--- src/rtl/hs_tx_multilane.sv ---
// Multi-lane D-PHY HS transmit burst sequencer: HS-ZERO, SYNC, payload, HS-TRAIL, EXIT.
// Each lane serialises one byte per 4-cycle slot, two bits per DDR clock cycle, LSB first.
module hs_tx_multilane #(
    parameter int          LANES       = 2,
    parameter int          ZERO_BYTES  = 4,
    parameter int          TRAIL_BYTES = 2,
    parameter logic [7:0]  SYNC_BYTE   = 8'hB8
) (
    input  logic                 TxDDRClk,
    input  logic                 TxRst,
    input  logic                 TxRequestHS,
    input  logic [8*LANES-1:0]   TxDataHS,
    input  logic                 TxValidHS,
    output logic                 TxReadyHS,
    output logic [2*LANES-1:0]   HS_Bits,
    output logic                 HS_En,
    output logic [2:0]           DphyTxState,
    output logic                 TxUnderflow,
    output logic [15:0]          BurstBytes
);

    localparam int MAX_SLOTS = (ZERO_BYTES > TRAIL_BYTES) ? ZERO_BYTES : TRAIL_BYTES;
    localparam int SLOT_W    = $clog2(MAX_SLOTS + 1);

    typedef enum logic [2:0] {
        ST_IDLE  = 3'd0,
        ST_ZERO  = 3'd1,
        ST_SYNC  = 3'd2,
        ST_DATA  = 3'd3,
        ST_TRAIL = 3'd4,
        ST_EXIT  = 3'd5
    } state_t;

    state_t                    state_q;
    logic [1:0]                phase_q;
    logic [SLOT_W-1:0]         slot_q;
    logic [LANES-1:0][7:0]     sr_q;
    logic                      hs_en_q;
    logic [15:0]               bytes_q;

    logic [LANES-1:0][7:0]     shift_d;
    logic [LANES-1:0][7:0]     trail_d;
    logic [LANES-1:0][7:0]     hold_d;
    logic [15:0]               bytes_d;
    logic                      slot_end;
    logic                      decide;
    logic                      accept;

    always_comb begin
        slot_end    = (state_q != ST_IDLE) && (phase_q == 2'd3);
        decide      = slot_end && ((state_q == ST_SYNC) || (state_q == ST_DATA));
        TxReadyHS   = decide && TxRequestHS;
        accept      = TxReadyHS && TxValidHS;
        TxUnderflow = TxReadyHS && !TxValidHS;
        bytes_d     = (bytes_q == 16'hFFFF) ? bytes_q : bytes_q + 16'd1;
        HS_Bits     = '0;
        for (int k = 0; k < LANES; k++) begin
            shift_d[k] = {2'b00, sr_q[k][7:2]};
            // At the phase-3 cycle sr[1] still holds bit 7 of the byte on the wire.
            trail_d[k] = (state_q == ST_SYNC) ? 8'h00 : {8{~sr_q[k][1]}};
            hold_d[k]  = {8{sr_q[k][0]}};
            HS_Bits[2*k +: 2] = sr_q[k][1:0];
        end
    end

    assign HS_En       = hs_en_q;
    assign DphyTxState = state_q;
    assign BurstBytes  = bytes_q;

    always_ff @(posedge TxDDRClk or negedge TxRst) begin
        if (!TxRst) begin
            state_q <= ST_IDLE;
            phase_q <= '0;
            slot_q  <= '0;
            sr_q    <= '0;
            hs_en_q <= 1'b0;
            bytes_q <= '0;
        end else if (state_q == ST_IDLE) begin
            phase_q <= '0;
            sr_q    <= '0;
            if (TxRequestHS) begin
                state_q <= ST_ZERO;
                slot_q  <= '0;
                bytes_q <= '0;
                hs_en_q <= 1'b1;
            end
        end else begin
            phase_q <= phase_q + 2'd1;
            sr_q    <= shift_d;
            if (slot_end) begin
                case (state_q)
                    ST_ZERO: begin
                        if (slot_q == SLOT_W'(ZERO_BYTES - 1)) begin
                            state_q <= ST_SYNC;
                            sr_q    <= {LANES{SYNC_BYTE}};
                        end else begin
                            slot_q <= slot_q + SLOT_W'(1);
                        end
                    end
                    ST_SYNC, ST_DATA: begin
                        if (accept) begin
                            state_q <= ST_DATA;
                            sr_q    <= TxDataHS;
                            bytes_q <= bytes_d;
                        end else begin
                            state_q <= ST_TRAIL;
                            slot_q  <= '0;
                            sr_q    <= trail_d;
                        end
                    end
                    ST_TRAIL: begin
                        if (slot_q == SLOT_W'(TRAIL_BYTES - 1)) begin
                            state_q <= ST_EXIT;
                            hs_en_q <= 1'b0;
                            sr_q    <= '0;
                        end else begin
                            slot_q <= slot_q + SLOT_W'(1);
                            sr_q   <= hold_d;
                        end
                    end
                    default: state_q <= ST_IDLE;
                endcase
            end
        end
    end

endmodule
--- config.mk ---
export PLATFORM = sky130hd
export DESIGN_NAME = hs_tx_multilane
export DESIGN_NICKNAME = d
export VERILOG_FILES = /design/src/rtl/hs_tx_multilane.sv
export SDC_FILE = /design/constraint.sdc
export NUM_CORES = 1
export LEC_CHECK = 0
export BUFFER_PORTS_ARGS = -buffer_cell sky130_fd_sc_hd__buf_2
export CAP_MARGIN = 20
export CORE_ASPECT_RATIO = 0.7
export CORE_MARGIN = 2
export CORE_UTILIZATION = 50
export CTS_CLUSTER_DIAMETER = 60
export DETAILED_ROUTE_END_ITERATION = 8
export PLACE_DENSITY_LB_ADDON = 0.3
export REMOVE_ABC_BUFFERS = 1
export SKIP_CTS_REPAIR_TIMING = 1
export SYNTH_ARGS = -nofsm -noshare
export SYNTH_HDL_FRONTEND = slang
export SYNTH_SLANG_ARGS = --single-unit
--- constraint.sdc ---
create_clock -name TxDDRClk -period 6.35 [get_ports TxDDRClk]
set_clock_uncertainty 0.05 [all_clocks]
set_input_delay 0.9525 -clock TxDDRClk [delete_from_list [all_inputs] [get_ports TxDDRClk]]
set_output_delay 0.9525 -clock TxDDRClk [all_outputs]
set_load 0.1 [all_outputs]
* After elaboration in Yosys (flattened, before gate mapping)
Cells that the tools add are included. W data, S select, Z words.
Word-level totals: bits of input ports 20, output and inout bits 26, bits in registers 41, word-level logic and storage cells 84
Operators by class: mux-type cells 34, equality and inequality tests 16, reductions and logical operators 20, bitwise gates (word level) 2, add/sub/neg operators 3
Operator list (number):
- $mux W16 | 11
- $pmux W16 S3 | 1
- $mux W3 | 12
- $pmux W3 S3 | 2
- $add A16 B1 Y16 const B | 1
- $eq A16 B16 Y1 const B | 1
- $mux W8 | 2
- $ne A3 B3 Y1 const B | 5
- $reduce_bool A2 Y1 | 5
- $eq A3 B2 Y1 const B | 3
- $reduce_and A4 Y1 | 2
- $eq A3 B1 Y1 const B | 2
- $reduce_and A6 Y1 | 1
- $logic_and A1 B1 Y1 | 5
- $mux W1 | 5
- $reduce_and A5 Y1 | 1
- $ne A4 B4 Y1 const B | 1
- $reduce_bool A4 Y1 | 1
- $add A3 B1 Y3 const B | 1
- $eq A3 B3 Y1 const B | 1
- $logic_not A3 Y1 | 1
- $reduce_bool A3 Y1 | 1
- $add A2 B1 Y2 const B | 1
- $eq A2 B2 Y1 const B | 1
- other kinds (7) | 8

* Logic depth before layout (Yosys ltp)
Gate-level depths: netlist of the first run.
depth in word-level cells 9, gate-level depth with buffers 7

* Least setup slack after synthesis of the first run
OpenSTA, ideal clock, no wires.
path type register to output, start reg state_q[1] (netlist: DphyTxState[1]), end out TxUnderflow, stages on the path, launching flop included 5, required time 5.347 ns, slack 1.997 ns, arrival time 3.350 ns, path buffers 2, cell sequence dfrtp_1 -> and4b_1 -> buf_6 -> buf_2 -> nor2b_1
On the way: word-level cells in the longest chain between the ends 5
Ends and longest elaborated chain:
- start, declared | RTL line 34 | state_t state_q;
- start signal, assigned | RTL line 72 | state_q <= ST_IDLE;
- start signal, assigned | RTL line 82 | state_q <= ST_ZERO;
- start signal, assigned | RTL line 94 | state_q <= ST_SYNC;
- $eq A3 B2 Y1 / $reduce_bool A3 Y1 (equally long branches) | RTL line 51, 50
- $logic_or A1 B1 Y1 / $logic_and A1 B1 Y1 (equally long branches) | RTL line 51, 50
- $logic_and A1 B1 Y1 * | RTL line 51 | decide = slot_end && ((state_q == ST_SYNC) || (state_q == ST_DATA));
- $logic_and A1 B1 Y1 * | RTL line 52 | TxReadyHS = decide && TxRequestHS;
- via TxReadyHS | RTL line 14 | output logic TxReadyHS,
- $logic_and A1 B1 Y1 * | RTL line 54 | TxUnderflow = TxReadyHS && !TxValidHS;
- end, declared | RTL line 18 | output logic TxUnderflow,
Mark *: on every way through the listed nets, which the timed path passes. The rest lies on a longest branch.

* Final worst setup path of the first run
start reg phase_q[0], end out TxUnderflow
On the way: word-level cells in the longest chain between the ends 5
Ends and longest elaborated chain:
- start, declared | RTL line 35 | logic [1:0] phase_q;
- start signal, assigned | RTL line 88 | phase_q <= phase_q + 2'd1;
- $eq A2 B2 Y1 | RTL line 50 | slot_end = (state_q != ST_IDLE) && (phase_q == 2'd3);
- $logic_and A1 B1 Y1 | RTL line 50
- $logic_and A1 B1 Y1 | RTL line 51
- $logic_and A1 B1 Y1 | RTL line 52
- $logic_and A1 B1 Y1 | RTL line 54
Every way passes these cells.

==> impl_metrics.yaml, run 1 <==
outcome:
  status: "complete, no violations"
sta:
  fmax_ghz: 0.302
  layout_min_cycle_time_ns: 3.31
  grt_setup_unrepaired: "false"
  max_slew.worst_pin.slew_ns: 0.948
  slew_headroom_pct: 36.2
  hold_viol: 0
  worst_slack_ns: 3.04
  setup_tns_ns: 0
  period_share_pct: 52.2
  setup_viol: 0
  finalMaxSlewViolations: 0
floorplanning:
  dieArea_um2: 5050
  die_h_um: 60.1
  core_um2: 4330
  num_io_pins: 46
  dieWidth_um: 84.1
  num_rows: 20
  start_util_pct: 51.9
setup_path:
  critPathRequiredTime_ns: 5.35
  rr_endpoint: "slot_q[0]"
  path_max_fanout: 16
  reg2reg_from: "DphyTxState[2]"
  crit_type: "reg2out"
  cp-endpoint: "TxUnderflow"
  crit_arrival_ns: 2.31
  cp.depth: 4
  cpMaxStageDelayCell: "and4b_1"
  end_kind: "output port"
  reg2reg_depth: 4
  path_buf_inv: 1
  worstPathCellList: "ha_1, and4b_1, nor2b_1, buf_2"
  rrSetupSlack_ns: 3.80
  cpLargestDelayFamily: "simple AND/OR/NAND/NOR gates"
  crit_start: "phase_q[0]"
  start_kind: "flip-flop"
  critical-path-max-stage-delay_ns: 0.63
placement:
  dp_hpwl_mm: 3.81
  gp_congestion: 0.845
  io_buffers: 45
  place_inst: 317
  dpl_cell_area_um2: 2490
  dpl_worst_slack_ns: 3.03
finish:
  finalNonFillerCells: 325
  fin_nets: 294
  multiInputGateArea_um2: 1140
  nFillCells: 398
  stdcell_area_um2: 2580
  area_delta_synth_final_pct: 14.7
  antenna_cells: 0
  final_common_cell: "buf_2"
  final_cell_mix: "buf_2 (45), dfrtp_1 (41), nand2_1 (22)"
  regArea_um2: 1030
  drive_above_1_share_pct: 23.7
yosys:
  syn-instance-count: 229
  yosys_most_used_dff: "dfrtp_1"
  synth_area_leaders: "dfrtp_1 (46%), a221o_1 (4.0%), nand2_1 (3.7%)"
  synth_top_area_cell: "dfrtp_1"
  synth_top_cell_area_share_pct: 45.7
  synth_area_um2: 2250
  ys_ff_latch: 41
  yosys_warnings: 0
  synth_edf_count: 0
  seq_area_frac_synth_pct: 45.7
  async_flop_share_pct: 100
  synth.avg_cell_area_um2: 9.81
  synth.distinct_cells: 48
routing:
  first_pass_iters: 4
  dr_total_vias: 1972
  drc: 0
  wl_mm: 5.42
  routedWlPerCell_um: 16.7
  drtIter0Drc: 198
  postRouteAntennaNets: 0
  routed_via_density: 6.07
grt:
  track_usage_pct: 22.7
  grt_pass1_vias: 1766
  grt_pass1_wl_mm: 8.78
  grt-ovfl-total: 0
  antenna_found_initial: 0
  grt_max_degree: 42
clock_tree:
  cts.path.max_buffers: 2
  clock_latency_ns: 0.31
  cts_sinks: 41
  htree_levels: 2
  cts_tree: "built"
  path_clk_slew_ns: 0.08
  cts_buffers: 5
  cts-root-buf: "clkbuf_8"
min_path:
  hold_path.class: "reg2reg"
flow_run:
  drv_cap: 0
power:
  power.density_nw_per_um2: 374
  leakagePower_uw: 0.00118
  power.total_uw: 964
  ir_drop_mv: 0.240
metal layers:
layer	routed length, µm	share of wire (%)	global-route usage [%]	vias to the layer above
li1	-	-	-	949
met1	2710	50	35.9	923
met5	0	0	0	-
met3	458	8.4	4.56	8
met4	78	1.4	9.68	0
met2	2180	40	29.7	92
where the power goes:
group	internal (µW)	leakage [µW]	total, µW	switching [µW]
Sequential	305	0.000557	362	57.2
Combinational	127	0.000583	424	297
Clock	78.0	0.0000445	178	100
cells by family (layout without fill, tap and decap cells):
family	count (synthesis)	count (layout)	synth area share, %
buf+inv	19	60	3.73
compound gates	64	64	19.4
mux	10	10	5.13
flops	41	41	45.7
simple gates	90	90	23.2
fa+ha+maj	5	5	2.79
synthesized netlist by cell type (3+ instances only):
library cell	instances
and4_1	5
a21oi_1	15
and2_1	5
a31oi_1	12
nor3_1	5
nor2_1	9
nand4_1	9
inv_1	6
a21o_1	4
ha_1	5
nor2b_1	3
mux2i_1	7
nand2_1	22
clkbuf_1	10
o21ai_0	8
nand3_1	12
or3_1	3
dfrtp_1	41
o21a_1	3
mux2_4	3
a221o_1	9
how the worst min path moves through the flow:
stage | depth (start not counted) | to | start
floorplan | 1 | phase_q[0] | phase_q[0]
global placement | 1 | phase_q[0] | phase_q[0]
detailed placement | 1 | phase_q[0] | phase_q[0]
CTS | 1 | phase_q[0] | phase_q[0]
global route | 1 | phase_q[0] | phase_q[0]
finish | 1 | phase_q[0] | phase_q[0]
stage by stage:
step | hold WS (ns) | util [%]
6_report | 0.382 | 59.5
5_1_grt | 0.404 | 59.5
4_1_cts | 0.388 | 59.5
3_5_place_dp | 0.377 | 57.4
3_3_place_gp | 0.368 | 57.4
2_1_floorplan | 0.356 | -
final cells by class:
class | count | area share [%]
timing repair buffer | 46 | 9.03
sequential | 41 | 39.8
tap | 55 | 2.67
inverter | 6 | 0.874
clock inverter | 3 | 0.826
clock buffer | 5 | 2.67
multi-input combinational | 169 | 44.1
state kept, by name (all words and copies together) (netlist names):
signal / count
slot_q: 3
phase_q: 2
BurstBytes: 16
HS_En: 1
shift_d: 12
HS_Bits: 4
DphyTxState: 3
worst reg2reg max path: cells and delay by family (launching register included):
kind / cells / cell delay, ns
muxes: 1 / 0.31
DFF: 1 / 0.72
and+or+nand+nor: 3 / 1.36
No activity file was read; power rests on OpenSTA's default activity.
==> inputs of run 2 (changes only) <==
==> constraint.sdc (replaced) <==
create_clock -name TxDDRClk -period 3.3 [get_ports TxDDRClk]
set_clock_uncertainty 0.05 [all_clocks]
set_input_delay 0.495 -clock TxDDRClk [delete_from_list [all_inputs] [get_ports TxDDRClk]]
set_output_delay 0.495 -clock TxDDRClk [all_outputs]
set_load 0.1 [all_outputs]
==> impl_metrics.yaml, run 2 (synthesis gave the netlist of run 1 again) <==
outcome:
  status: "complete, no violations"
clock_tree:
  htree_levels: 2
  clock_latency_ns: 0.30
  cts_tree: "built"
  cts.path.max_buffers: 2
  cts-root-buf: "clkbuf_8"
  path_clk_slew_ns: 0.08
  cts_buffers: 5
  cts_sinks: 41
grt:
  antenna_found_initial: 0
  track_usage_pct: 24.2
  grt_max_degree: 42
  grt-ovfl-total: 0
  grt_pass1_vias: 1870
  grt_pass1_wl_mm: 9.32
floorplanning:
  dieWidth_um: 84.1
  die_h_um: 60.1
  num_io_pins: 46
  dieArea_um2: 5050
  core_um2: 4330
  start_util_pct: 51.9
  num_rows: 20
routing:
  first_pass_iters: 5
  drc: 0
  dr_total_vias: 2023
  wl_mm: 5.52
  drtIter0Drc: 199
  postRouteAntennaNets: 0
  routed_via_density: 6.19
  routedWlPerCell_um: 16.9
placement:
  dpl_cell_area_um2: 2500
  dp_hpwl_mm: 3.90
  io_buffers: 45
  gp_congestion: 0.826
finish:
  fin_nets: 296
  area_delta_synth_final_pct: 16.7
  drive_above_1_share_pct: 24.3
  nFillCells: 384
  final_common_cell: "buf_2"
  largest_reg_flops: 16
  final_cell_mix: "buf_2 (45), dfrtp_1 (41), nand2_1 (22)"
  stdcell_area_um2: 2620
  antenna_cells: 0
setup_path:
  start_kind: "flip-flop"
  crit_type: "reg2out"
  critPathRequiredTime_ns: 2.75
  end_kind: "output port"
  crit_arrival_ns: 2.34
  path_max_fanout: 16
min_path:
  hold_path.class: "in2async"
sta:
  fmax_ghz: 0.346
  worst_hold_slack_ns: 0.259
  finalMaxSlewViolations: 0
  grt_setup_unrepaired: "false"
  max_slew.worst_pin.slew_ns: 0.896
  hold_viol: 0
  layout_min_cycle_time_ns: 2.89
  period_share_pct: 87.6
  setup_viol: 0
  slew_headroom_pct: 40.2
power:
  power.density_nw_per_um2: 749
  ir_drop_mv: 0.479
  leakagePower_uw: 0.00121
flow_run:
  drv_cap: 0
[run 2: cell count changes in the layout (fill, tap and decap cells not counted), sizes merged]
| cell | previous run | this run |
|---|---|---|
| inv | 7 | 6 |
| clkbuf | 5 | 6 |
| clkinv | 1 | 0 |
| bufinv | 0 | 1 |
| buf | 46 | 48 |
[run 2: routing by layer]
layer,GRT usage [%],up-vias,wire length [µm]
li1,-,952,-
met5,0,-,0
met1,37.5,997,2770
met4,8.99,0,69
met2,33.0,67,2320
met3,5.39,7,358
[run 2: power by group]
group / switching [µW] / internal [µW]
combinational: 607 / 257
sequential: 83.4 / 588
clock: 182 / 246
total: 873 / 1090
[run 2: final timing paths]
path                              start             end  slack [ns]  cells after the start
setup / recovery             phase_q[0]     TxUnderflow        0.41                      4
hold / removal                    TxRst   BurstBytes[4]        0.26                      1
setup reg to reg             phase_q[0]       slot_q[1]        0.72                      5
hold reg to reg              phase_q[0]      phase_q[0]        0.38                      1
max in group asynchronous         TxRst  BurstBytes[10]        2.37                      1
min in group TxDDRClk      TxDataHS[13]     shift_d[11]        0.37                      2
[run 2: cell type report]
class / instances / area, µm² / share of cell area (%)
clock buffers: 6 / 82.6 / 3.15
clock inverters: 2 / 37.5 / 1.43
inverters: 6 / 22.5 / 0.859
multi-input cells: 169 / 1140 / 43.3
flip-flops and latches: 41 / 1030 / 39.1
well taps: 55 / 68.8 / 2.63
repair buffers: 48 / 248 / 9.45
[run 2: worst max-delay path, cell delays in order, from the launching register on]
cell,delay [ns]
dfrtp_1,0.36
ha_1,0.39
and4b_1,0.66
nor2b_1,0.20
buf_2,0.43
[run 2: metrics by stage]
| step | util, % | setup WS (ns) | instances | setup TNS [ns] | total power [µW] |
|---|---|---|---|---|---|
| after floorplan | - | -1.04 | 216 | -1.49 | 1340 |
| after global placement | 57.8 | 0.788 | 319 | 0 | 1530 |
| after detailed placement | 57.8 | 0.756 | 319 | 0 | 1540 |
| after CTS | 60.5 | 0.438 | 327 | 0 | 1970 |
| after global routing | 60.5 | 0.313 | 327 | 0 | 2080 |
| final | 60.5 | 0.410 | 327 | 0 | 1960 |
==> inputs of run 3 (changes only) <==
--- a/config.mk
+++ b/config.mk
@@ -10,6 +10,7 @@
 export CORE_ASPECT_RATIO = 0.7
 export CORE_MARGIN = 2
 export CORE_UTILIZATION = 50
+export CTS_BUF_LIST = sky130_fd_sc_hd__clkbuf_4 sky130_fd_sc_hd__clkbuf_8 sky130_fd_sc_hd__clkbuf_16
 export CTS_CLUSTER_DIAMETER = 60
 export DETAILED_ROUTE_END_ITERATION = 8
 export PLACE_DENSITY_LB_ADDON = 0.3
==> constraint.sdc (replaced) <==
create_clock -name TxDDRClk -period 3.44 [get_ports TxDDRClk]
set_clock_uncertainty 0.05 [all_clocks]
set_input_delay 0.516 -clock TxDDRClk [delete_from_list [all_inputs] [get_ports TxDDRClk]]
set_output_delay 0.516 -clock TxDDRClk [all_outputs]
set_load 0.1 [all_outputs]
==> impl_metrics.yaml, run 3 (synthesis gave the netlist of run 1 again) <==
outcome:
  status: "complete, no violations"
power:
  power.total_uw: 1850
  ir_drop_mv: 0.486
  power.density_nw_per_um2: 711
  leakagePower_uw: 0.00120
finish:
  fin_nets: 295
  final_cell_mix: "buf_2 (45), dfrtp_1 (41), nand2_1 (22)"
  stdcell_area_um2: 2600
  largest_reg_flops: 16
  antenna_cells: 0
  area_delta_synth_final_pct: 15.7
  nFillCells: 395
  finalNonFillerCells: 325
  drive_above_1_share_pct: 23.7
  final_common_cell: "buf_2"
  post-route-util_pct: 60.0
min_path:
  hold_path.class: "in2async"
flow_run:
  drv_cap: 0
floorplanning:
  core_um2: 4330
  dieWidth_um: 84.1
  dieArea_um2: 5050
  start_util_pct: 51.9
  num_io_pins: 46
  num_rows: 20
  die_h_um: 60.1
setup_path:
  path_buf_inv: 1
  path_max_fanout: 16
  rrSetupSlack_ns: 0.88
  critical-path-max-stage-delay_ns: 0.63
  end_kind: "output port"
  critPathRequiredTime_ns: 2.87
  crit_arrival_ns: 2.29
  start_kind: "flip-flop"
  cpLargestDelayFamily: "simple AND/OR/NAND/NOR gates"
  crit_type: "reg2out"
  cpMaxStageDelayCell: "and4b_1"
  worstPathCellList: "ha_1, and4b_1, nor2b_1, buf_2"
sta:
  grt_setup_unrepaired: "false"
  fmax_ghz: 0.350
  hold_viol: 0
  worst_slack_ns: 0.583
  slew_headroom_pct: 40.5
  period_share_pct: 83.0
  layout_min_cycle_time_ns: 2.86
  setup_viol: 0
  finalMaxSlewViolations: 0
  max_slew.worst_pin.slew_ns: 0.892
placement:
  dpl_cell_area_um2: 2490
  dpl_worst_slack_ns: 0.899
  gp_congestion: 0.823
  dp_hpwl_mm: 3.80
  io_buffers: 45
  place_inst: 318
grt:
  grt_max_degree: 42
  track_usage_pct: 23.2
  grt_pass1_vias: 1789
  grt-ovfl-total: 0
  grt_pass1_wl_mm: 8.94
  antenna_found_initial: 0
routing:
  drc: 0
  first_pass_iters: 5
  wl_mm: 5.37
  dr_total_vias: 2013
  routed_via_density: 6.19
  postRouteAntennaNets: 0
  routedWlPerCell_um: 16.5
  drtIter0Drc: 230
clock_tree:
  path_clk_slew_ns: 0.08
  cts.path.max_buffers: 2
  cts_buffers: 5
  cts_tree: "built"
  htree_levels: 2
  cts_sinks: 41
  clock_latency_ns: 0.30
  cts-root-buf: "clkbuf_8"
==> run 3: power by group <==
part	total [µW]	switching (µW)	internal, µW
Clock	380	169	211
Sequential	669	105	563
Combinational	798	558	240
==> run 3: final timing paths <==
| check | from | endpoint | cells past startpoint |
|---|---|---|---|
| setup / recovery | phase_q[0] | TxUnderflow | 4 |
| hold / removal | TxRst | BurstBytes[6] | 1 |
| hold reg to reg | phase_q[0] | phase_q[0] | 1 |
| min in group TxDDRClk | phase_q[0] | phase_q[0] | 1 |
| setup reg to reg | phase_q[0] | slot_q[0] | 5 |
| max in group asynchronous | TxRst | HS_Bits[2] | 1 |
==> run 3: metrics by stage <==
stage	TNS, ns	hold WS [ns]
2_1_floorplan	-0.924	0.170
3_3_place_gp	0	0.366
3_5_place_dp	0	0.374
4_1_cts	0	0.325
5_1_grt	0	0.365
6_report	0	0.293
==> run 3: worst reg2reg max path, cell delays in order (launching register included) <==
cell and delay [ns]:
dfrtp_1 0.38, ha_1 0.33, and4b_1 0.47, and2_4 0.31, or4_4 0.59, mux2_4 0.32
==> run 3: cell type report <==
type / instances / area (µm²) / share of cell area, %
well taps: 55 / 68.8 / 2.65
multi-input cells: 169 / 1140 / 43.7
clock inverters: 2 / 35.0 / 1.35
repair buffers: 47 / 240 / 9.25
flip-flops and latches: 41 / 1030 / 39.5
clock buffers: 5 / 68.8 / 2.65
inverters: 6 / 22.5 / 0.867
==> run 3: layer usage <==
layer  track usage [%]  share of wire, %  up-vias
met2              31.9                42       82
li1                  -                 -      949
met3              5.80               7.7        7
met4              7.37              0.95        0
met1              35.6                49      975
met5                 0                 0        -
